## src/rtl/scene_seq_pkg.sv

```systemverilog
// Shared types for the scene sequencer: FSM state encoding and per-object config record.
// Latency: n/a (types and constants only).
// Backpressure: n/a. Config field widths here must be at least the top's ADDR_W/ANGLE_W.
package scene_seq_pkg;

    localparam int SKIP_W      = 16;
    localparam int CFG_ADDR_W  = 12;
    localparam int CFG_ANGLE_W = 8;

    typedef enum logic [2:0] {
        ST_IDLE,
        ST_CAM,
        ST_SCAN,
        ST_LAUNCH,
        ST_WAIT_HI,
        ST_WAIT_LO,
        ST_DONE
    } seq_state_t;

    typedef struct packed {
        logic [CFG_ADDR_W-1:0]  base;
        logic [CFG_ADDR_W-1:0]  count;
        logic [CFG_ANGLE_W-1:0] step;
    } obj_cfg_t;

endpackage

```

## src/rtl/scene_sequencer_if.sv

```systemverilog
// Bundle of frame control, config, feeder handshake and status signals of the scene sequencer.
// Latency: n/a (wires only). Macro SCENE_SEQ_WATCHDOG_EN adds err_timeout.
// Backpressure: feeder_busy / renderer_busy are level inputs; nothing is queued.
interface scene_sequencer_if #(
    parameter int N_OBJ   = 4,
    parameter int ADDR_W  = 12,
    parameter int ANGLE_W = 8
);
    import scene_seq_pkg::*;

    localparam int IDX_W = (N_OBJ > 1) ? $clog2(N_OBJ) : 1;

    logic               frame_start;
    logic               renderer_busy;
    logic               cfg_we;
    logic [IDX_W-1:0]   cfg_idx;
    logic [ADDR_W-1:0]  cfg_base;
    logic [ADDR_W-1:0]  cfg_count;
    logic [ANGLE_W-1:0] cfg_step;
    logic               feeder_busy;

    logic               cam_valid;
    logic               feeder_begin;
    logic [ADDR_W-1:0]  feeder_base;
    logic [ADDR_W-1:0]  feeder_count;
    logic [IDX_W-1:0]   obj_idx;
    logic [ANGLE_W-1:0] ang_x;
    logic [ANGLE_W-1:0] ang_y;
    logic [ANGLE_W-1:0] ang_z;
    logic               frame_done;
    logic               frame_skipped;
    logic [SKIP_W-1:0]  skip_count;
    logic               busy;
`ifdef SCENE_SEQ_WATCHDOG_EN
    logic               err_timeout;
`endif

    // Sequencer side
    modport master (
        input  frame_start, renderer_busy, cfg_we, cfg_idx, cfg_base, cfg_count, cfg_step,
        input  feeder_busy,
`ifdef SCENE_SEQ_WATCHDOG_EN
        output err_timeout,
`endif
        output cam_valid, feeder_begin, feeder_base, feeder_count, obj_idx,
        output ang_x, ang_y, ang_z, frame_done, frame_skipped, skip_count, busy
    );

    // Frame source / config host / feeder side
    modport slave (
        output frame_start, renderer_busy, cfg_we, cfg_idx, cfg_base, cfg_count, cfg_step,
        output feeder_busy,
`ifdef SCENE_SEQ_WATCHDOG_EN
        input  err_timeout,
`endif
        input  cam_valid, feeder_begin, feeder_base, feeder_count, obj_idx,
        input  ang_x, ang_y, ang_z, frame_done, frame_skipped, skip_count, busy
    );

endinterface

```

## src/rtl/sync_2ff.sv

```systemverilog
// Two-flop synchroniser for quasi-static asynchronous inputs, per bit.
// Latency: 2 clk_render cycles.
// Backpressure: none; bits are resynchronised independently (no bus coherency).
module sync_2ff #(
    parameter int W = 1
) (
    input  logic         clk_render,
    input  logic         rst_render,
    input  logic [W-1:0] d_i,
    output logic [W-1:0] q_o
);

    logic [W-1:0] meta_q;
    logic [W-1:0] sync_q;

    // Metastability filter chain
    always_ff @(posedge clk_render or posedge rst_render) begin
        if (rst_render) begin
            meta_q <= '0;
            sync_q <= '0;
        end else begin
            meta_q <= d_i;
            sync_q <= meta_q;
        end
    end

    assign q_o = sync_q;

endmodule

```

## src/rtl/scene_sequencer.sv

```systemverilog
// Per-frame scene scheduler: camera pulse, then one feeder launch per enabled object, in index order.
// Latency: cam_valid at accept+1, first launch at accept+3; SCAN finds the next enabled slot in one cycle.
// Backpressure: frame_start while busy or renderer_busy is dropped and counted; optional watchdog via SCENE_SEQ_WATCHDOG_EN.
module scene_sequencer
    import scene_seq_pkg::*;
#(
    parameter int N_OBJ      = 4,
    parameter int ADDR_W     = CFG_ADDR_W,
    parameter int ANGLE_W    = CFG_ANGLE_W,
    parameter int INIT_ANG_X = 10
`ifdef SCENE_SEQ_WATCHDOG_EN
    ,
    parameter int WDT_CYCLES = 2000000
`endif
) (
    input  logic               clk_render,
    input  logic               rst_render,
    input  logic [2:0]         rot_en,
    scene_sequencer_if.master  bus
);

    localparam int IDX_W = (N_OBJ > 1) ? $clog2(N_OBJ) : 1;
    localparam int PTR_W = IDX_W + 1;

    logic [2:0]         rot_sync;
    seq_state_t         state_q;
    obj_cfg_t           cfg_q [N_OBJ];
    logic [ANGLE_W-1:0] ang_q [N_OBJ][3];
    logic [ANGLE_W-1:0] ang_d [N_OBJ][3];
    logic [PTR_W-1:0]   next_q;

    logic               cam_valid_q;
    logic               feeder_begin_q;
    logic               frame_done_q;
    logic               frame_skipped_q;
    logic [ADDR_W-1:0]  feeder_base_q;
    logic [ADDR_W-1:0]  feeder_count_q;
    logic [IDX_W-1:0]   obj_idx_q;
    logic [ANGLE_W-1:0] ang_x_q;
    logic [ANGLE_W-1:0] ang_y_q;
    logic [ANGLE_W-1:0] ang_z_q;
    logic [SKIP_W-1:0]  skip_count_q;
    logic [SKIP_W-1:0]  skip_count_d;

    logic               accept;
    logic               drop;
    logic               hit;
    logic [IDX_W-1:0]   hit_idx;

`ifdef SCENE_SEQ_WATCHDOG_EN
    localparam int WDT_W = $clog2(WDT_CYCLES + 1);
    logic [WDT_W-1:0]   wdt_q;
    logic               err_timeout_q;
`endif

    sync_2ff #(.W(3)) u_rot_sync (
        .clk_render (clk_render),
        .rst_render (rst_render),
        .d_i        (rot_en),
        .q_o        (rot_sync)
    );

    assign accept = bus.frame_start && (state_q == ST_IDLE) && !bus.renderer_busy;
    assign drop   = bus.frame_start && !accept;

    // Lowest-index enabled slot at or after the scan pointer
    always_comb begin
        hit     = 1'b0;
        hit_idx = '0;
        for (int i = N_OBJ - 1; i >= 0; i--) begin
            if ((PTR_W'(i) >= next_q) && (cfg_q[i].count != '0)) begin
                hit     = 1'b1;
                hit_idx = IDX_W'(i);
            end
        end
    end

    // Next angles (advanced only on the accept cycle) and saturating drop count
    always_comb begin
        for (int i = 0; i < N_OBJ; i++) begin
            for (int a = 0; a < 3; a++) begin
                ang_d[i][a] = ang_q[i][a];
                if (accept && rot_sync[a]) begin
                    ang_d[i][a] = ang_q[i][a] + ANGLE_W'(cfg_q[i].step);
                end
            end
        end
        skip_count_d = skip_count_q;
        if (drop && (skip_count_q != '1)) begin
            skip_count_d = skip_count_q + SKIP_W'(1);
        end
    end

    // Config table; writes land at any time, a running launch keeps its registered copy
    always_ff @(posedge clk_render or posedge rst_render) begin
        if (rst_render) begin
            for (int i = 0; i < N_OBJ; i++) begin
                cfg_q[i].base  <= '0;
                cfg_q[i].count <= '0;
                cfg_q[i].step  <= CFG_ANGLE_W'(1);
            end
        end else if (bus.cfg_we && (int'(bus.cfg_idx) < N_OBJ)) begin
            cfg_q[bus.cfg_idx].base  <= CFG_ADDR_W'(bus.cfg_base);
            cfg_q[bus.cfg_idx].count <= CFG_ADDR_W'(bus.cfg_count);
            cfg_q[bus.cfg_idx].step  <= CFG_ANGLE_W'(bus.cfg_step);
        end
    end

    // Per-object angle table
    always_ff @(posedge clk_render or posedge rst_render) begin
        if (rst_render) begin
            for (int i = 0; i < N_OBJ; i++) begin
                ang_q[i][0] <= ANGLE_W'(INIT_ANG_X);
                ang_q[i][1] <= '0;
                ang_q[i][2] <= '0;
            end
        end else begin
            for (int i = 0; i < N_OBJ; i++) begin
                for (int a = 0; a < 3; a++) begin
                    ang_q[i][a] <= ang_d[i][a];
                end
            end
        end
    end

    // Frame FSM with registered pulse and launch-descriptor outputs
    always_ff @(posedge clk_render or posedge rst_render) begin
        if (rst_render) begin
            state_q         <= ST_IDLE;
            next_q          <= '0;
            cam_valid_q     <= 1'b0;
            feeder_begin_q  <= 1'b0;
            frame_done_q    <= 1'b0;
            frame_skipped_q <= 1'b0;
            feeder_base_q   <= '0;
            feeder_count_q  <= '0;
            obj_idx_q       <= '0;
            ang_x_q         <= ANGLE_W'(INIT_ANG_X);
            ang_y_q         <= '0;
            ang_z_q         <= '0;
            skip_count_q    <= '0;
`ifdef SCENE_SEQ_WATCHDOG_EN
            wdt_q           <= '0;
            err_timeout_q   <= 1'b0;
`endif
        end else begin
            cam_valid_q     <= 1'b0;
            feeder_begin_q  <= 1'b0;
            frame_done_q    <= 1'b0;
            frame_skipped_q <= drop;
            skip_count_q    <= skip_count_d;
`ifdef SCENE_SEQ_WATCHDOG_EN
            err_timeout_q   <= 1'b0;
`endif
            case (state_q)
                ST_IDLE: begin
                    if (accept) begin
                        state_q     <= ST_CAM;
                        cam_valid_q <= 1'b1;
                        next_q      <= '0;
                    end
                end
                ST_CAM: state_q <= ST_SCAN;
                ST_SCAN: begin
                    if (hit) begin
                        state_q        <= ST_LAUNCH;
                        feeder_begin_q <= 1'b1;
                        obj_idx_q      <= hit_idx;
                        feeder_base_q  <= ADDR_W'(cfg_q[hit_idx].base);
                        feeder_count_q <= ADDR_W'(cfg_q[hit_idx].count);
                        ang_x_q        <= ang_q[hit_idx][0];
                        ang_y_q        <= ang_q[hit_idx][1];
                        ang_z_q        <= ang_q[hit_idx][2];
                        next_q         <= PTR_W'(hit_idx) + PTR_W'(1);
`ifdef SCENE_SEQ_WATCHDOG_EN
                        wdt_q          <= '0;
`endif
                    end else begin
                        state_q      <= ST_DONE;
                        frame_done_q <= 1'b1;
                    end
                end
                ST_LAUNCH: state_q <= ST_WAIT_HI;
                ST_WAIT_HI: begin
                    if (bus.feeder_busy) begin
                        state_q <= ST_WAIT_LO;
`ifdef SCENE_SEQ_WATCHDOG_EN
                        wdt_q   <= wdt_q + WDT_W'(1);
                    end else if (wdt_q == WDT_W'(WDT_CYCLES - 1)) begin
                        state_q       <= ST_SCAN;
                        err_timeout_q <= 1'b1;
                    end else begin
                        wdt_q <= wdt_q + WDT_W'(1);
`endif
                    end
                end
                ST_WAIT_LO: begin
                    if (!bus.feeder_busy) begin
                        state_q <= ST_SCAN;
`ifdef SCENE_SEQ_WATCHDOG_EN
                    end else if (wdt_q == WDT_W'(WDT_CYCLES - 1)) begin
                        state_q       <= ST_SCAN;
                        err_timeout_q <= 1'b1;
                    end else begin
                        wdt_q <= wdt_q + WDT_W'(1);
`endif
                    end
                end
                ST_DONE: state_q <= ST_IDLE;
                default: state_q <= ST_IDLE;
            endcase
        end
    end

    assign bus.cam_valid     = cam_valid_q;
    assign bus.feeder_begin  = feeder_begin_q;
    assign bus.feeder_base   = feeder_base_q;
    assign bus.feeder_count  = feeder_count_q;
    assign bus.obj_idx       = obj_idx_q;
    assign bus.ang_x         = ang_x_q;
    assign bus.ang_y         = ang_y_q;
    assign bus.ang_z         = ang_z_q;
    assign bus.frame_done    = frame_done_q;
    assign bus.frame_skipped = frame_skipped_q;
    assign bus.skip_count    = skip_count_q;
    assign bus.busy          = (state_q != ST_IDLE);
`ifdef SCENE_SEQ_WATCHDOG_EN
    assign bus.err_timeout   = err_timeout_q;
`endif

endmodule

```

## src/flat_wrapper.sv

```systemverilog
// flat-port wrapper written by rule: the top's interface ports become plain ports
module scene_sequencer_flat import scene_seq_pkg::*;
#(
    parameter int N_OBJ      = 4,
    parameter int ADDR_W     = CFG_ADDR_W,
    parameter int ANGLE_W    = CFG_ANGLE_W,
    parameter int INIT_ANG_X = 10

)
  (clk_render, rst_render, rot_en, bus_frame_start, bus_renderer_busy, bus_cfg_we, bus_cfg_idx, bus_cfg_base, bus_cfg_count, bus_cfg_step, bus_feeder_busy, bus_cam_valid, bus_feeder_begin, bus_feeder_base, bus_feeder_count, bus_obj_idx, bus_ang_x, bus_ang_y, bus_ang_z, bus_frame_done, bus_frame_skipped, bus_skip_count, bus_busy);
  scene_sequencer_if #(.N_OBJ(N_OBJ), .ADDR_W(ADDR_W), .ANGLE_W(ANGLE_W)) bus_i ();
  input  logic clk_render;
  input  logic rst_render;
  input  logic [2:0] rot_en;
  input wire logic [$bits(bus_i.frame_start)-1:0] bus_frame_start;
  input wire logic [$bits(bus_i.renderer_busy)-1:0] bus_renderer_busy;
  input wire logic [$bits(bus_i.cfg_we)-1:0] bus_cfg_we;
  input wire logic [$bits(bus_i.cfg_idx)-1:0] bus_cfg_idx;
  input wire logic [$bits(bus_i.cfg_base)-1:0] bus_cfg_base;
  input wire logic [$bits(bus_i.cfg_count)-1:0] bus_cfg_count;
  input wire logic [$bits(bus_i.cfg_step)-1:0] bus_cfg_step;
  input wire logic [$bits(bus_i.feeder_busy)-1:0] bus_feeder_busy;
  output wire logic [$bits(bus_i.cam_valid)-1:0] bus_cam_valid;
  output wire logic [$bits(bus_i.feeder_begin)-1:0] bus_feeder_begin;
  output wire logic [$bits(bus_i.feeder_base)-1:0] bus_feeder_base;
  output wire logic [$bits(bus_i.feeder_count)-1:0] bus_feeder_count;
  output wire logic [$bits(bus_i.obj_idx)-1:0] bus_obj_idx;
  output wire logic [$bits(bus_i.ang_x)-1:0] bus_ang_x;
  output wire logic [$bits(bus_i.ang_y)-1:0] bus_ang_y;
  output wire logic [$bits(bus_i.ang_z)-1:0] bus_ang_z;
  output wire logic [$bits(bus_i.frame_done)-1:0] bus_frame_done;
  output wire logic [$bits(bus_i.frame_skipped)-1:0] bus_frame_skipped;
  output wire logic [$bits(bus_i.skip_count)-1:0] bus_skip_count;
  output wire logic [$bits(bus_i.busy)-1:0] bus_busy;
  assign bus_i.frame_start = bus_frame_start;
  assign bus_i.renderer_busy = bus_renderer_busy;
  assign bus_i.cfg_we = bus_cfg_we;
  assign bus_i.cfg_idx = bus_cfg_idx;
  assign bus_i.cfg_base = bus_cfg_base;
  assign bus_i.cfg_count = bus_cfg_count;
  assign bus_i.cfg_step = bus_cfg_step;
  assign bus_i.feeder_busy = bus_feeder_busy;
  assign bus_cam_valid = bus_i.cam_valid;
  assign bus_feeder_begin = bus_i.feeder_begin;
  assign bus_feeder_base = bus_i.feeder_base;
  assign bus_feeder_count = bus_i.feeder_count;
  assign bus_obj_idx = bus_i.obj_idx;
  assign bus_ang_x = bus_i.ang_x;
  assign bus_ang_y = bus_i.ang_y;
  assign bus_ang_z = bus_i.ang_z;
  assign bus_frame_done = bus_i.frame_done;
  assign bus_frame_skipped = bus_i.frame_skipped;
  assign bus_skip_count = bus_i.skip_count;
  assign bus_busy = bus_i.busy;
  scene_sequencer #(.N_OBJ(N_OBJ), .ADDR_W(ADDR_W), .ANGLE_W(ANGLE_W), .INIT_ANG_X(INIT_ANG_X)) u_core (.clk_render(clk_render), .rst_render(rst_render), .rot_en(rot_en), .bus(bus_i));
endmodule
```

## config.mk

```make
export PLATFORM = sky130hd
export DESIGN_NAME = scene_sequencer_flat
export DESIGN_NICKNAME = d
export VERILOG_FILES = /design/src/rtl/scene_seq_pkg.sv /design/src/rtl/scene_sequencer_if.sv /design/src/rtl/sync_2ff.sv /design/src/rtl/scene_sequencer.sv /design/src/flat_wrapper.sv
export SDC_FILE = /design/constraint.sdc
export NUM_CORES = 1
export LEC_CHECK = 0
export BUFFER_PORTS_ARGS = -buffer_cell sky130_fd_sc_hd__buf_4
export CORE_MARGIN = 1.5
export CORE_UTILIZATION = 32
export DETAILED_ROUTE_END_ITERATION = 7
export GPL_TIMING_DRIVEN = 0
export PLACE_DENSITY = 0.47
export SLEW_MARGIN = 40
export SYNTH_ARGS = -nofsm -noshare
export SYNTH_HDL_FRONTEND = slang
export SYNTH_SLANG_ARGS = --single-unit
```

## constraint.sdc

```tcl
create_clock -name clk_render -period 14.5 [get_ports clk_render]
set_input_delay 0.725 -clock clk_render [delete_from_list [all_inputs] [get_ports clk_render]]
set_output_delay 0.725 -clock clk_render [all_outputs]
set_load 0.005 [all_outputs]
```

# ---- Word-level counts from Yosys, hierarchy flattened
# Cells that the tools add are included.
dict set report totals {
  register_bits 306
  elab_cells 133
}
dict set report classes {
  add_sub_neg 14
  order_cmp 7
  n_eq_ne 10
  muxes 37
  bitwise 2
  reduce_logical 24
}
# cell count
set op_table {}
lappend op_table {{$bwmux 128} 3}
lappend op_table {{$demux 32 s2} 3}
lappend op_table {{$add 8x8->8} 12}
lappend op_table {{$mux 32} 3}
lappend op_table {{$bmux 32 s2} 1}
lappend op_table {{$bmux 24 s2} 1}
lappend op_table {{$mux 24} 2}
lappend op_table {{$reduce_bool 12->1} 4}
lappend op_table {{$mux 20} 1}
lappend op_table {{$mux 3} 6}
lappend op_table {{$pmux 3 s6} 1}
lappend op_table {{$add 16x1->16 const B} 1}
lappend op_table {{$ne 16x16->1 const B} 1}
lappend op_table {{$logic_and 1x1->1} 12}
lappend op_table {{$mux 1} 10}
lappend op_table {{$mux 2} 4}
lappend op_table {{$mux 8} 1}
lappend op_table {{$eq 3x2->1 const B} 2}
lappend op_table {{$eq 3x3->1 const B} 2}
lappend op_table {{$ge 1x3->1 const A} 2}
lappend op_table {{$ge 2x3->1 const A} 2}
lappend op_table {{$ge 3x3->1 const B} 2}
lappend op_table {{$not 2->3} 2}
lappend op_table {{$pmux 3 s2} 1}
lappend op_table {{11 further kinds} 15}

# ---- Depth between registers and ports, before layout
# Gate-level depths: netlist (run 1).
dict set report logic_depth {
  ltp_word 10
  ltp_mapped 10
  depth_no_buf 9
}

# ---- Modules after synthesis
# Synthesis (run 1) repeated with hierarchy kept, for this count alone.
dict set report unflattened {
  hier_cells 1581
  area_unflattened_um2 15929.0
}
# module instances cells_per_inst area_each_um2
set by_module_without_submodules {}
lappend by_module_without_submodules {scene_sequencer 1 1574 15775.1}
lappend by_module_without_submodules {sync_2ff 1 7 153.9}

# ---- Least setup slack after synthesis (run 1)
# OpenSTA, ideal clock, no wires.
dict set report synth_path {
  path_type {reg-to-reg}
  start {reg u_core.cfg_q[47] in the netlist's numbering}
  end {reg u_core.next_q[0]}
  setup_ns 0.120
  arrival_ns 2.350
  t_required_ns 14.380
  setup_slack_ns 12.030
  path_stages_with_launch 9
  n_path_buf 2
  period_less_slack_ns 2.470
  cell_sequence {dfrtp_1 > or4_1 > or3_1 > buf_2 > a2111o_1 > nand2_2 > buf_6 > a2111oi_1 > a31o_1}
}
dict set report synth_via {
  elab_chain_len 8
  word_cells_on_any_way 13
  cone_classes {add/sub: 1; eq/ne: 1; mux: 8; reduce/logical: 3}
}
# element line_no
set synth_lines {}
lappend synth_lines {{start, declared} scene_sequencer.sv:27} ;# obj_cfg_t cfg_q [N_OBJ];
lappend synth_lines {{$reduce_bool 12->1 (*)} scene_sequencer.sv:71} ;# if ((PTR_W'(i) >= next_q) && (cfg_q[i].count != '0)) begin
lappend synth_lines {{$logic_and 1x1->1 (*)} scene_sequencer.sv:71}
lappend synth_lines {{$mux 2 (3 in series)} scene_sequencer.sv:71}
lappend synth_lines {{$add 2x1->3} scene_sequencer.sv:174} ;# next_q <= PTR_W'(hit_idx) + PTR_W'(1);
lappend synth_lines {{$mux 3} scene_sequencer.sv:165} ;# if (hit) begin
lappend synth_lines {{$pmux 3 s2} scene_sequencer.sv:155} ;# case (state_q)
lappend synth_lines {{end signal, assigned} scene_sequencer.sv:174}
lappend synth_lines {{end, declared} scene_sequencer.sv:30} ;# logic [PTR_W-1:0] next_q;
# Every way passes the cells marked *; elsewhere a longest branch is shown, timed or not. The select of a mux whose other input is x is not followed.
# A chain may end at the register's enable or synchronous reset.

# ---- Worst setup path after layout (run 1)
dict set report layout_path {
  start {reg u_core.cfg_q[40] in the netlist's numbering}
  end {reg u_core.ang_x_q[1], in the netlist u_core.bus.ang_x[1]}
}
dict set report layout_via {
  elab_chain_len 9
  word_cells_on_any_way 13
  cone_classes {mux: 9; bitwise: 1; reduce/logical: 3}
}
# element line_no
set layout_lines {}
lappend layout_lines {{$reduce_bool 12->1 (*)} scene_sequencer.sv:71}
lappend layout_lines {{$logic_and 1x1->1 (*)} scene_sequencer.sv:71}
lappend layout_lines {{$mux 2 (3 in series)} scene_sequencer.sv:71}
lappend layout_lines {{$not 2->3 (implied by the code)} scene_sequencer.sv:171} ;# ang_x_q <= ang_q[hit_idx][0];
lappend layout_lines {{$bmux 24 s2} scene_sequencer.sv:171}
lappend layout_lines {{$mux 24 (implied by the code) (2 in series)} scene_sequencer.sv:171}
lappend layout_lines {{end signal, assigned} scene_sequencer.sv:138} ;# ang_x_q <= ANGLE_W'(INIT_ANG_X);
lappend layout_lines {{end signal, assigned} scene_sequencer.sv:171}
lappend layout_lines {{end, declared} scene_sequencer.sv:39} ;# logic [ANGLE_W-1:0] ang_x_q;
# Marks and branches as above.

==> results of run 1 <==
cell usage after synthesis (4+ instances only):
library cell                 n
sky130_fd_sc_hd__ha_1       86
sky130_fd_sc_hd__nand3_1    45
sky130_fd_sc_hd__o21ai_0   146
sky130_fd_sc_hd__o31ai_1    25
sky130_fd_sc_hd__o211ai_1   24
sky130_fd_sc_hd__and4_1      4
sky130_fd_sc_hd__nor2b_1    12
sky130_fd_sc_hd__a21oi_1    98
sky130_fd_sc_hd__xnor2_1    12
sky130_fd_sc_hd__inv_1      44
sky130_fd_sc_hd__o21a_1     24
sky130_fd_sc_hd__a221o_1    12
sky130_fd_sc_hd__a21o_1     14
sky130_fd_sc_hd__buf_1      11
sky130_fd_sc_hd__clkbuf_1   54
sky130_fd_sc_hd__xor2_1     51
sky130_fd_sc_hd__buf_4       4
sky130_fd_sc_hd__nor2_1     69
sky130_fd_sc_hd__nor3b_1     7
sky130_fd_sc_hd__a21boi_0   12
sky130_fd_sc_hd__nand2_1   204
sky130_fd_sc_hd__and3_1      9
sky130_fd_sc_hd__and2_1      5
sky130_fd_sc_hd__buf_2       6
sky130_fd_sc_hd__nor4_1      9
sky130_fd_sc_hd__o21ai_1     4
sky130_fd_sc_hd__dfrtp_1   292
sky130_fd_sc_hd__nand4_1     4
sky130_fd_sc_hd__dfstp_2    14
sky130_fd_sc_hd__mux2_2    128
sky130_fd_sc_hd__nor3_1     43
sky130_fd_sc_hd__fa_1       12
sky130_fd_sc_hd__a31oi_1    51
power by group:
part	internal (W)	switching, W
logic	0.000732	0.00110
registers	0.00114	0.000278
clock network	0.000631	0.000403
total	0.00251	0.00179
flip-flops by register name, summed over array words and instances, names as in the netlist:
| register | flops |
|---|---|
| u_core.bus.frame_skipped | 1 |
| u_core.bus.cam_valid | 1 |
| u_core.bus.ang_y | 8 |
| u_core.bus.feeder_count | 12 |
| u_core.u_rot_sync.q_o | 3 |
| u_core.u_rot_sync.meta_q | 3 |
| u_core.state_q | 3 |
| u_core.next_q | 3 |
| u_core.bus.feeder_base | 12 |
| u_core.cfg_q | 128 |
| u_core.bus.ang_x | 8 |
| u_core.ang_q | 96 |
| u_core.bus.obj_idx | 2 |
| u_core.bus.feeder_begin | 1 |
| u_core.bus.frame_done | 1 |
| u_core.bus.ang_z | 8 |
| u_core.bus.skip_count | 16 |
layout by cell type (no fill, tap or decap), drive strengths merged, types with 3 or more instances in the layout:
cell type    n
dfrtp      292
nand2      205
o21ai      150
buf        141
mux2       128
clkbuf     116
a21oi       98
ha          86
nor2        69
a31oi       51
xor2        51
nand3       45
inv         45
nor3        43
o31ai       25
o211ai      24
o21a        24
a21o        14
dfstp       14
a221o       12
xnor2       12
nor2b       12
a21boi      12
fa          12
clkinv      11
nor4         9
and3         9
nor3b        7
and2         5
and4         4
nand4        4
bufinv       4
or4          3
or3          3
a2bb2oi      3
worst min-delay path by stage:
stage,from,endpoint,slack [ps],cells after the start
2_1_floorplan,u_core.u_rot_sync.meta_q[0],u_core.u_rot_sync.q_o[0],330,0
3_3_place_gp,u_core.u_rot_sync.meta_q[2],u_core.u_rot_sync.q_o[2],340,0
3_5_place_dp,u_core.u_rot_sync.meta_q[0],u_core.u_rot_sync.q_o[0],340,0
4_1_cts,rst_render,u_core.ang_q[76],110,2
5_1_grt,rst_render,u_core.ang_q[76],130,2
6_report,rst_render,u_core.ang_q[75],120,2
logic make-up after synthesis:
| kind of cell | count (synthesis) |
|---|---|
| adder cells (fa/ha/maj) | 98 |
| flip-flops | 306 |
| AND/OR/NAND/NOR | 423 |
| AO/OA/AOI/OAI | 423 |
| XOR/XNOR | 63 |
| buffers and inverters | 126 |
| multiplexers | 128 |
metal layers:
metal  GRT usage, %  part of all wire [%]  wire [microns]  up-vias
li1               -                     -               -     5927
met1           30.7                    48           25900     6470
met2           32.8                    45           24000      295
met3           3.50                   4.8            2560       61
met4           5.51                   2.1            1130        0
met5              0                     0               0        -
metrics by stage:
step	power (W)	std cells	hold WS, ps
after floorplan	0.00255	1567	331
after global routing	0.00461	2422	126
after detailed placement	0.00327	2348	337
after global placement	0.00323	2344	335
final	0.00429	2422	121
after CTS	0.00432	2422	112
worst max-delay path, stage by stage, from the launching register on:
cell and delay, ps:
sky130_fd_sc_hd__dfrtp_1 390, sky130_fd_sc_hd__or4_1 600, sky130_fd_sc_hd__or3_1 360, sky130_fd_sc_hd__buf_2 250, sky130_fd_sc_hd__a21oi_1 250, sky130_fd_sc_hd__a21o_1 190, sky130_fd_sc_hd__clkbuf_1 680, sky130_fd_sc_hd__a2bb2oi_1 290
sky130_fd_sc_hd__o21ai_0 240
final cells by class:
cell class	instances	area [sq um]	area share (%)
Clock buffer	59	1160	6.09
Multi-Input combinational cell	1135	7730	40.5
Sequential cell	306	7670	40.2
Inverter	45	176	0.923
Clock inverter	15	215	1.13
Timing Repair Buffer	117	958	5.02
Tap cell	664	831	4.35
Buffer	81	357	1.87
==> results by stage, run 1 <==
Route:
- The final route contains 12800 vias.
- Dividing the detail-routed wire length by the instance count gives around 22 microns.
- The remaining number of nets flagged by the antenna check after routing is 0.
- For this block, the routed nets add up to approximately 54 mm of wire.
- For this run, design rule violations remaining after detail routing come to 0.
- The pre-antenna-repair detailed-routing pass consisted of 5 iterations.
- The initial DRC count is 868.
- The via density per instance is 5.27.

Status:
- The flow ran to the end, and the final reports show no timing, DRC or antenna violations.

Clock network:
- The hold buffer count at CTS is 0.
- TritonCTS built the clock tree.
- The post-CTS clock slew at the launch and capture registers of the worst setup and hold paths is 60 ps.
- The number of resized instances in the post-cts repair step is 0.
- The clock buffer count from CTS is 40.
- The depth of the CTS H-tree is 2.
- The setup fix buffers added after clock tree synthesis is 0.
- For the worst-skew pair, the clock arrives at the later sink with an insertion delay of around 570 ps.
- The clock tree buffer depth is 3.
- Clock tree synthesis selected as its root buffer the cell sky130_fd_sc_hd__clkbuf_16.
- The tree built by TritonCTS fans out to 306 sinks.

Placed design:
- After detailed placement, the total cell area comes to 0.0177 sq mm.
- The wire-length estimate of the detail-placed layout is 38.1 mm.
- Before CTS, the worst setup slack after placement is 11170 ps.
- Buffers placed on the I/O ports in this run total 113.
- The final weighted congestion in routability-driven placement is 0.849.

Timing:
- The final total negative setup slack is 0 ps.
- Setup repair after global routing left no endpoint under its margin.
- The number of setup violations in the final report is 0.
- The post-route clock skew is between 15 and 20 ps.
- The worst path setup slack after routing is 11160 ps.
- The routed design could run at a clock period as short as 3340 ps.
- The number of hold violations in the final report is 0.
- The maximum clock rate is between 200 and 300 MHz.
- Dividing the final minimum period by the clock period gives 23.0%.
- The number of max-slew violations in the final report is 0.
- The relative slew slack is around two fifths.
- The pin slew with the least headroom to its limit is 888 ps.

Layout:
- The count of fill cells added during filler insertion is 4958.
- Of the cells placed in the final design, the portion with a size suffix greater than 1 is slightly below 20%.
- Cells fill between 30 and 40% of the core in the end.
- The growth of design area from synthesis to finish is 20.0%.
- With fillers left out, the area of the finished cells amounts to 0.0191 sq mm.
- The number of nets in the final layout is 1867.
- The number of antenna diodes in the final layout is 0.

Synthesis:
- Sequential elements use 48.2% of the synthesized area.
- The synthesized design devotes to its leading area cell type 45.9% of total area.
- In the synthesized netlist, the number of instances is between 1500 and 2000.
- The post-synthesis cell type with the largest combined area is sky130_fd_sc_hd__dfrtp_1.
- In this run, synthesis inferred 0 flip-flops with an integrated enable.
- The fraction of the mapped netlist area in adder cells is between 8 and 9%.
- After Yosys synthesis, XOR and XNOR cells account for 3.47% of the synthesized area.
- The synthesized netlist devotes 16.0% of its cell area to compound gates.
- The most used flip-flop cell after synthesis is sky130_fd_sc_hd__dfrtp_1.
- The flip-flop and latch count after synthesis is roughly 300.
- By area, the combinational part of the netlist is dominated by compound AO/OA/AOI/OAI gates.
- During synthesis, Yosys emitted a total of 0 warnings.
- The async set-reset flop share out of synthesis is between 90% and 100%.
- By area the synthesized netlist is led by sky130_fd_sc_hd__dfrtp_1, sky130_fd_sc_hd__mux2_2, sky130_fd_sc_hd__ha_1, sky130_fd_sc_hd__nand2_1, sky130_fd_sc_hd__o21ai_0.
- In this run the cell area of the synthesized design comes to about 0.016 sq mm.
- The unique cell type count in the Yosys netlist is 53.
- The mux contribution to synthesized area is 9.05%.
- The net count after synthesis is 1708.
- In this run the mean area of a mapped cell was a little over 10 sq um.
- After Yosys synthesis, and, or, nand and nor cells account for 11.8% of the synthesized area.

Floorplanning:
- The height of the chip is about 230 microns.
- Row generation in the floorplan step produced 81 rows.
- In this run the count of I/O pins placed on the die edge is 114.
- The area of the die is 0.0511 sq mm.
- The total area inside the core boundary comes to 0.0491 sq mm.
- The die outline width is 226 microns.
- The initial utilization of the core area, before any placement, comes to between 30% and 40%.

Setup path:
- Along the worst path, the maximum fanout reaches 10.
- The startpoint of the worst register-to-register path is u_core.cfg_q[40].
- The worst setup path is captured at a flip-flop.
- Following the worst setup path forward leads to its endpoint at u_core.bus.ang_x[1].
- The nature of the critical path startpoint is a flip-flop.
- At the worst endpoint, the required time is 14980 ps.
- The launch point of the worst path is u_core.cfg_q[40].
- At the worst endpoint, the arrival time is 3820 ps.
- The worst setup path is of the reg -> reg kind.
- The endpoint identified for the worst register-to-register timing path is u_core.bus.ang_x[1].
- The setup check on the worst reg-to-reg path leaves a slack of about 11000 ps.
- Measured in cells, the most critical reg-to-reg path has a length of 8.

Pwr:
- The leakage power is 8.49 nW.
- The power density over the cells is ~220 mW/mm^2.
- The maximum ir drop on the vdd rail is just over 0.08 mV.

Global route:
- The wire length of the first global-routing pass is 80.1 mm.
- The largest net degree at the start of global routing is 75.
- The initial antenna violation count was 1.
- The total routing usage reported by global routing is 21.2%.
- The via count of the first global-routing pass is ~13000.
- Summed over all layers, the global routing overflow is 0.

Hold path:
- The worst hold-check path type is in -> async.

Job:
- The tool flagged a number of max-cap violations equal to 0.
(Power assumes the default switching activity.)
==> run 2, diff against run 1 <==
--- a/config.mk
+++ b/config.mk
@@ -10,7 +10,7 @@
 export CORE_UTILIZATION = 32
 export DETAILED_ROUTE_END_ITERATION = 7
 export GPL_TIMING_DRIVEN = 0
-export PLACE_DENSITY = 0.47
+export PLACE_DENSITY = 0.48
 export SLEW_MARGIN = 40
 export SYNTH_ARGS = -nofsm -noshare
 export SYNTH_HDL_FRONTEND = slang
==> constraint.sdc (replaced) <==
create_clock -name clk_render -period 2.7 [get_ports clk_render]
set_input_delay 0.135 -clock clk_render [delete_from_list [all_inputs] [get_ports clk_render]]
set_output_delay 0.135 -clock clk_render [all_outputs]
set_load 0.005 [all_outputs]
==> run 2 against run 1 <==
  * The flow now finishes with violations (negative setup slack)
  * Sequential cell count unchanged
  * Critical path depth down 1
  * Non-clock buffer count up 71
  * Largest power group unchanged
  * Die area unchanged
  * Highest routed layer is now met5
  * Core utilization up 2.9 points
==> results by stage, run 2 (synthesis results as in run 1) <==
Floorplanning:
- The starting density of the core is 32.5% (unchanged).
- The die outline width is 226 microns (unchanged).
- The height of the chip came to 226 microns (unchanged).
- The number of placement rows is 81 (unchanged).
- The area of the die was 0.0511 sq mm (unchanged).
- The area inside the core boundary came to 0.0491 sq mm (unchanged).
- The number of top-level design ports is 114 (unchanged).

Route:
- The remaining number of nets flagged by the antenna check after routing is 0 (unchanged).
- The routed wirelength normalized by instance count is 22.0 microns (-0.61%).
- The remaining routing DRC violations came to 0 (unchanged).
- The total routed wire length on the met1 layer is 25.1 mm (-3.4%).
- The uppermost layer routed is met5.
- The final wirelength is 54.8 mm (+2.2%).
- The amount of wire on met3 after detailed routing is 2.96 mm (+16%).
- The initial DRC count was 834 (-3.9%).
- The via density per instance is 5.25 (-0.27%).
- The total vias in the final route is 13100 (+2.6%).
- The number of detailed-routing iterations run before antenna repair came to 5 (unchanged).
- The routed length on met2 is 25.0 mm (+4.3%).

Timing:
- The final period demand of the worst path is 2720 ps (-615 ps).
- The pin slew with the least headroom to its limit is 838 ps (-50.4 ps).
- The number of hold violations in the final report is 0 (unchanged).
- The maximum clock rate was 367 MHz (+23%).
- The ratio of final minimum period to clock period is 101% (+78 points).
- The number of setup violations in the final report is 5 (+5).
- The worst path setup slack after routing is -22.2 ps (-11190 ps).
- The post-route clock skew was 22.6 ps (+4.72 ps).
- The final total negative setup slack was -86.6 ps (-86.6 ps).
- The relative slew slack is 44.1% (+3.4 points).
- Setup repair after global routing could not meet its margin everywhere.
- The number of max-slew violations in the final report is 0 (unchanged).

Clock network:
- The clock tree buffer depth is 3 (unchanged).
- The clock buffer count from CTS is 39 (-2.5%).
- The sink count of the clock tree is 306 (unchanged).
- The root buffer cell is sky130_fd_sc_hd__clkbuf_16.
- TritonCTS built the clock tree.
- The depth of the CTS H-tree came to 2 (unchanged).
- The post-CTS clock slew at the launch and capture registers of the worst setup and hold paths is 60 ps (about the same).
- The insertion delay of the later-clocked pin in the worst-skew pair came to 570 ps (about the same).

Status:
- The run finished, with violations left.
- The checks that failed: negative setup slack.

Setup path:
- STA classifies the critical path endpoint as a flip-flop.
- In this run the critical register-to-register path is launched from u_core.cfg_q[43].
- The reg-to-reg setup timing slack came to -20 ps (-11190 ps).
- The nature of the critical path startpoint is a flip-flop.
- The launch point of the worst path is u_core.cfg_q[43].
- The critical path is of the reg -> reg type.
- The data required time of the worst path is 3160 ps (-11820 ps).
- Following the worst setup path forward leads to its endpoint at u_core.next_q[0].
- The highest fanout seen on the critical path came to 7 (-3).
- The worst path arrival time is 3180 ps (-640 ps).
- In this run the critical register-to-register path is captured at u_core.next_q[0].
- The number of cell instances on the worst register-to-register path is 7 (-1).

Global route:
- The final global-route overflow total was 0 (unchanged).
- The initial antenna violation count is 2 (+1).
- The total routing usage reported by global routing was 21.4% (+0.22 points).
- The wire length of the first global-routing pass is 81.0 mm (+1.1%).
- The largest net degree at the start of global routing was 25 (-67%).
- The via count of the first global-routing pass is 12900 (+2.7%).

Hold path:
- In this run the worst hold path is classified as in -> reg.

Job:
- The reported max-cap violation count is 0 (unchanged).

Pwr:
- The total power after layout came to 0.0241 W (+460%).
- The power density over the cells was 1170 mW/mm^2 (+420%).
- The maximum ir drop on the vdd rail is 0.456 mV (+450%).
- The leakage power is 9.11 nW (+7.4%).

Placed design:
- The final weighted congestion in routability-driven placement is 0.861 (+1.4%).
- The port buffer count is 113 (unchanged).
- The final HPWL from detailed placement came to 38.7 mm (+1.7%).
- The worst setup timing slack at the placement stage is -528 ps (-11700 ps).

Layout:
- From synthesis to final layout, the design area changed by 28.9%.
- More flip-flops sit in one register than any other, and that register is u_core.cfg_q.
- The ratio of cells with drive above 1 in the final layout was 26.3% (+6.5 points).
- The most frequent standard cell in the layout excluding fill and tap cells is sky130_fd_sc_hd__dfrtp_1.
- The count of fill cells added during filler insertion is 4823 (-2.7%).
- The number of nets in the final layout was 1937 (+3.7%).
- The flip-flop count of the largest register, all copies and words added came to 128 (unchanged).
- The top cell types in the final layout, fill and taps aside, are sky130_fd_sc_hd__dfrtp_1, sky130_fd_sc_hd__nand2_1, sky130_fd_sc_hd__mux2_2.
- The antenna diode instance count is 0 (unchanged).
-- run 2: metrics by stage --
| step | cells | instance area, sq um | hold WS [ps] | utilization, % |
|---|---|---|---|---|
| after floorplan | 1567 | 15900 | 166 | - |
| after global placement | 2344 | 17600 | 246 | 35.9 |
| after detailed placement | 2360 | 18000 | 182 | 36.7 |
| after CTS | 2484 | 20000 | 70.0 | 40.9 |
| after global routing | 2491 | 20500 | 130 | 41.9 |
| final | 2491 | 20500 | 100 | 41.9 |
-- run 2: layer usage --
layer  vias up  global-route usage [%]
met2       311                    34.0
met4         2                    7.55
met1      6587                    29.3
li1       6090                       -
met3        91                    3.97
met5         -                       0
-- run 2: where the power goes --
part	leakage (nW)	internal, W	switching (W)
combinational	4.76	0.00481	0.00643
clock	0.633	0.00305	0.00215
sequential	3.72	0.00614	0.00154
total	9.11	0.0140	0.0101
-- run 2: worst min path at each step --
| stage | slack, ps | endpoint | depth (start not counted) | from |
|---|---|---|---|---|
| 2_1_floorplan | 170 | u_core.u_rot_sync.meta_q[0] | 0 | rot_en[0] |
| 3_3_place_gp | 250 | u_core.u_rot_sync.meta_q[2] | 1 | rot_en[2] |
| 3_5_place_dp | 180 | u_core.ang_q[74] | 2 | rst_render |
| 4_1_cts | 70 | u_core.bus.skip_count[0] | 4 | bus_frame_start |
| 5_1_grt | 130 | u_core.cfg_q[93] | 3 | bus_cfg_we |
| 6_report | 100 | u_core.bus.skip_count[0] | 4 | bus_frame_start |
-- run 2: worst max-delay path, cell delays in order, from the launching register on --
cell and delay [ps]:
sky130_fd_sc_hd__dfrtp_1 400, sky130_fd_sc_hd__or4_1 620, sky130_fd_sc_hd__or3_4 440, sky130_fd_sc_hd__a2111o_1 460, sky130_fd_sc_hd__nand2_4 170, sky130_fd_sc_hd__buf_12 200, sky130_fd_sc_hd__a2111oi_4 100, sky130_fd_sc_hd__a31o_1 200
-- run 2: final cells by class --
class | count | area (sq um) | share of cell area [%]
multi-input cells | 1135 | 8100 | 39.4
flip-flops and latches | 306 | 7670 | 37.4
repair buffers | 191 | 1980 | 9.63
clock buffers | 56 | 1140 | 5.56
well taps | 664 | 831 | 4.05
plain buffers | 78 | 502 | 2.44
inverters | 45 | 179 | 0.871
clock inverters | 16 | 126 | 0.616
-- run 2: what timing repair did --
action,CTS,global route
gates resized for setup,55,147
buffers inserted,9,5
hold buffers,42,0
pin swaps,6,23
hold endpoints to repair,209,0
setup endpoints to repair,141,150
gates cloned,2,4
==> run 3, diff against run 2 <==
--- a/config.mk
+++ b/config.mk
@@ -10,7 +10,7 @@
 export CORE_UTILIZATION = 32
 export DETAILED_ROUTE_END_ITERATION = 7
 export GPL_TIMING_DRIVEN = 0
-export PLACE_DENSITY = 0.48
+export PLACE_DENSITY = 0.47
 export SLEW_MARGIN = 40
 export SYNTH_ARGS = -nofsm -noshare
 export SYNTH_HDL_FRONTEND = slang
==> constraint.sdc (replaced) <==
create_clock -name clk_render -period 3.21 [get_ports clk_render]
set_input_delay 0.1605 -clock clk_render [delete_from_list [all_inputs] [get_ports clk_render]]
set_output_delay 0.1605 -clock clk_render [all_outputs]
set_load 0.005 [all_outputs]
==> run 3 against run 2 <==
  * The run now ends clean
  * Clock skew grew 4.2 ps
  * Sequential power down 17%
  * Non-clock buffer count fell by 20
  * Fmax down 12%
  * Count of clock-buffer cells in the layout increased by 4
  * Final cell count decreased by 0.88%
  * Power down 20%
  * Clock power decreased by 14%
  * Sequential share of layout area increased by 1.6 points
  * Worst hold slack lost 81 ps
  * Cell area fell by 4.0%
  * First-iteration DRC count grew 19%
  * Largest power group unchanged
==> results by stage, run 3 (synthesis results as in run 1) <==
Floorplanning:
- The number of placement rows was 81 (unchanged).
- The number of top-level design ports is 114 (unchanged).
- The height of the chip is 226 microns (unchanged).
- The starting density of the core came to 32.5% (unchanged).
- The area inside the core boundary was 0.0491 sq mm (unchanged).
- The area of the die came to 0.0511 sq mm (unchanged).
- The die outline width was 226 microns (unchanged).

Timing:
- The final period demand of the worst path was 3090 ps (+366 ps).
- The relative slew slack is 45.7% (+1.5 points).
- The maximum clock rate is 324 MHz (-12%).
- The pin slew with the least headroom to its limit is 815 ps (-23.0 ps).
- The ratio of final minimum period to clock period is 96.2% (-4.6 points).
- The worst path setup slack after routing was 122 ps (+144 ps).
- The number of max-slew violations in the final report is 0 (unchanged).
- The number of hold violations in the final report was 0 (unchanged).
- The number of setup violations in the final report came to 0 (-5).
- Setup repair after global routing left no endpoint under its margin.
- The post-route clock skew was 26.9 ps (+4.23 ps).

Setup path:
- STA classifies the critical path startpoint as a flip-flop.
- The launch point of the worst path is u_core.cfg_q[40].
- The worst setup path category is reg -> reg.
- The highest fanout seen on the critical path is 10 (+3).
- The worst path arrival time is 3530 ps (+350 ps).
- The number of cell instances on the worst register-to-register path is 8 (+1).
- The category of the worst setup path capture point is a flip-flop.
- The startpoint identified for the worst register-to-register timing path is u_core.cfg_q[40].
- The data required time of the worst path is 3650 ps (+490 ps).

Layout:
- In the layout the commonest cells are sky130_fd_sc_hd__dfrtp_1, sky130_fd_sc_hd__nand2_1, sky130_fd_sc_hd__o21ai_0.
- The ratio of cells with drive above 1 in the final layout is 20.1% (-6.2 points).
- The total area of multi-input combinational cells is 0.00774 sq mm (-4.4%).
- The count of fill cells added during filler insertion is 4915 (+1.9%).
- More flip-flops sit in one register than any other, and that register is u_core.cfg_q.
- The post-layout instance count excluding filler cells is 2469 (-0.88%).
- Relative to the synthesized area, the layout overhead comes to 23.7%.
- The antenna diode instance count is 0 (unchanged).
- The flip-flop count of the largest register, all copies and words added was 128 (unchanged).
- The library cell used most frequently in the layout, excluding fill and tap cells, is sky130_fd_sc_hd__dfrtp_1.
- The number of nets in the final layout is 1917 (-1.0%).
- The register area is 0.00767 sq mm (unchanged).

Route:
- The initial DRC count was 996 (+19%).
- The total vias in the final route came to 12700 (-2.6%).
- The routed wirelength normalized by instance count was 21.8 microns (-0.65%).
- The remaining routing DRC violations is 0 (unchanged).
- The final wirelength is 53.9 mm (-1.5%).
- The number of detailed-routing iterations run before antenna repair came to 5 (unchanged).
- The via density per instance is 5.16 (-1.8%).
- The remaining number of nets flagged by the antenna check after routing is 0 (unchanged).

Global route:
- The wire length of the first global-routing pass is 80.5 mm (-0.60%).
- The via count of the first global-routing pass is 12500 (-3.0%).
- The largest net degree at the start of global routing was 25 (unchanged).
- The total routing usage reported by global routing was 21.5% (+0.035 points).
- The initial antenna violation count is 1 (-1).
- The final global-route overflow total was 0 (unchanged).

Pwr:
- The combinational group share of total power is 43.7% (-2.9 points).
- The leakage power is 8.75 nW (-4.0%).
- The power density over the cells came to 978 mW/mm^2 (-17%).
- The net load switching power is 0.00803 W (-21%).
- The internal power component is 0.0112 W (-20%).
- The maximum ir drop on the vdd rail is 0.407 mV (-11%).
- The proportion of power drawn by the clock network is 23.2% (+1.6 points).
- The switching share of power came to 41.7% (-0.30 points).
- The sequential share of power came to 33.1% (+1.3 points).

Clock network:
- The post-CTS clock slew at the launch and capture registers of the worst setup and hold paths is 60 ps (about the same).
- The depth of the CTS H-tree was 2 (unchanged).
- CTS placed an instance of sky130_fd_sc_hd__clkbuf_16 at the clock tree root.
- The insertion delay of the later-clocked pin in the worst-skew pair was 570 ps (about the same).
- The clock tree buffer depth came to 3 (unchanged).
- The sink count of the clock tree is 306 (unchanged).
- The setup fix buffers added after clock tree synthesis is 0 (-9).
- The clock buffer count from CTS is 39 (unchanged).
- TritonCTS built the clock tree.

Hold path:
- The worst hold path begins at bus_frame_start.
- The worst hold path stage count is 5 (+1).
- The worst hold-check path type is in -> reg.

Placed design:
- The port buffer count was 113 (unchanged).
- The final weighted congestion in routability-driven placement is 0.837 (-2.8%).
- The count of placed standard cells including taps is 2359 (-0.042%).
- The worst setup timing slack at the placement stage is -98.6 ps (+430 ps).
- The final HPWL from detailed placement is 38.7 mm (about the same).

Status:
- The flow ran to the end, and the final reports show no timing, DRC or antenna violations.

Job:
- The reported max-cap violation count is 0 (unchanged).
-- run 3: cell types whose count changed in the layout (fill, tap and decap cells not counted), moves of 9 or more --
cell / before / now
sky130_fd_sc_hd__o21ai_0: 119 / 146
sky130_fd_sc_hd__clkbuf_1: 33 / 56
sky130_fd_sc_hd__o21ai_1: 14 / 4
sky130_fd_sc_hd__o21ai_2: 17 / 0
sky130_fd_sc_hd__nand2_4: 12 / 1
sky130_fd_sc_hd__nand2_1: 177 / 204
sky130_fd_sc_hd__clkbuf_2: 28 / 10
sky130_fd_sc_hd__nand2_2: 16 / 0
sky130_fd_sc_hd__buf_4: 126 / 117
-- run 3: per-layer routing --
metal / vias up / part of all wire (%) / track usage, %
met5: - / 0 / 0
met4: 0 / 2.7 / 6.06
met3: 71 / 5.1 / 3.89
met2: 301 / 44 / 33.1
met1: 6323 / 48 / 30.7
li1: 6040 / - / -
-- run 3: final cells by class --
class                           instances  share of cell area, %
Clock buffer                           60                   5.96
Tap cell                              664                   4.22
Inverter                               45                  0.876
Multi-Input combinational cell       1135                   39.3
Timing Repair Buffer                  168                   8.21
Sequential cell                       306                   39.0
Buffer                                 81                   1.86
Clock inverter                         10                  0.616
-- run 3: path summary, 6_finish.rpt --
kind	endpoint	slack, ps
setup / recovery	u_core.bus.feeder_base[0]	120
min in group asynchronous	u_core.ang_q[78]	200
setup reg to reg	u_core.bus.feeder_base[0]	120
max in group asynchronous	u_core.cfg_q[122]	1520
hold / removal	u_core.state_q[0]	20
hold reg to reg	u_core.u_rot_sync.q_o[2]	350
-- run 3: repair_timing --
item | CTS | global route
endpoints found under the hold margin | 175 | 0
gates resized for setup | 2 | 7
hold buffers | 39 | 0
endpoints found under the setup margin | 13 | 42
-- run 3: critical path: stages (launching register included) --
cell and delay, ps:
sky130_fd_sc_hd__dfrtp_1 400, sky130_fd_sc_hd__or4_1 610, sky130_fd_sc_hd__or3_1 360, sky130_fd_sc_hd__buf_2 260, sky130_fd_sc_hd__a2111o_1 530, sky130_fd_sc_hd__nand2_4 190, sky130_fd_sc_hd__buf_6 220, sky130_fd_sc_hd__buf_4 260
sky130_fd_sc_hd__o21ai_0 130
-- run 3: power groups by stage --
stage	sequential [W]	combinational, W	clock, W
6_report	0.00638	0.00842	0.00446
5_1_grt	0.00655	0.00940	0.00473
4_1_cts	0.00638	0.00844	0.00459
3_5_place_dp	0.00644	0.00835	0
3_3_place_gp	0.00642	0.00819	0
2_1_floorplan	0.00597	0.00554	0
-- run 3: metrics by stage --
| stage | power (W) | area (sq um) | hold WS (ps) | TNS [ps] | util [%] |
|---|---|---|---|---|---|
| after global routing | 0.0207 | 19700 | 44.7 | 0 | 40.2 |
| after CTS | 0.0194 | 19700 | 0.426 | 0 | 40.1 |
| final | 0.0193 | 19700 | 19.2 | 0 | 40.2 |
| after floorplan | 0.0115 | 15900 | 192 | -294930 | - |
| after global placement | 0.0146 | 17600 | 272 | -978670 | 35.9 |
| after detailed placement | 0.0148 | 18000 | 237 | -699 | 36.7 |
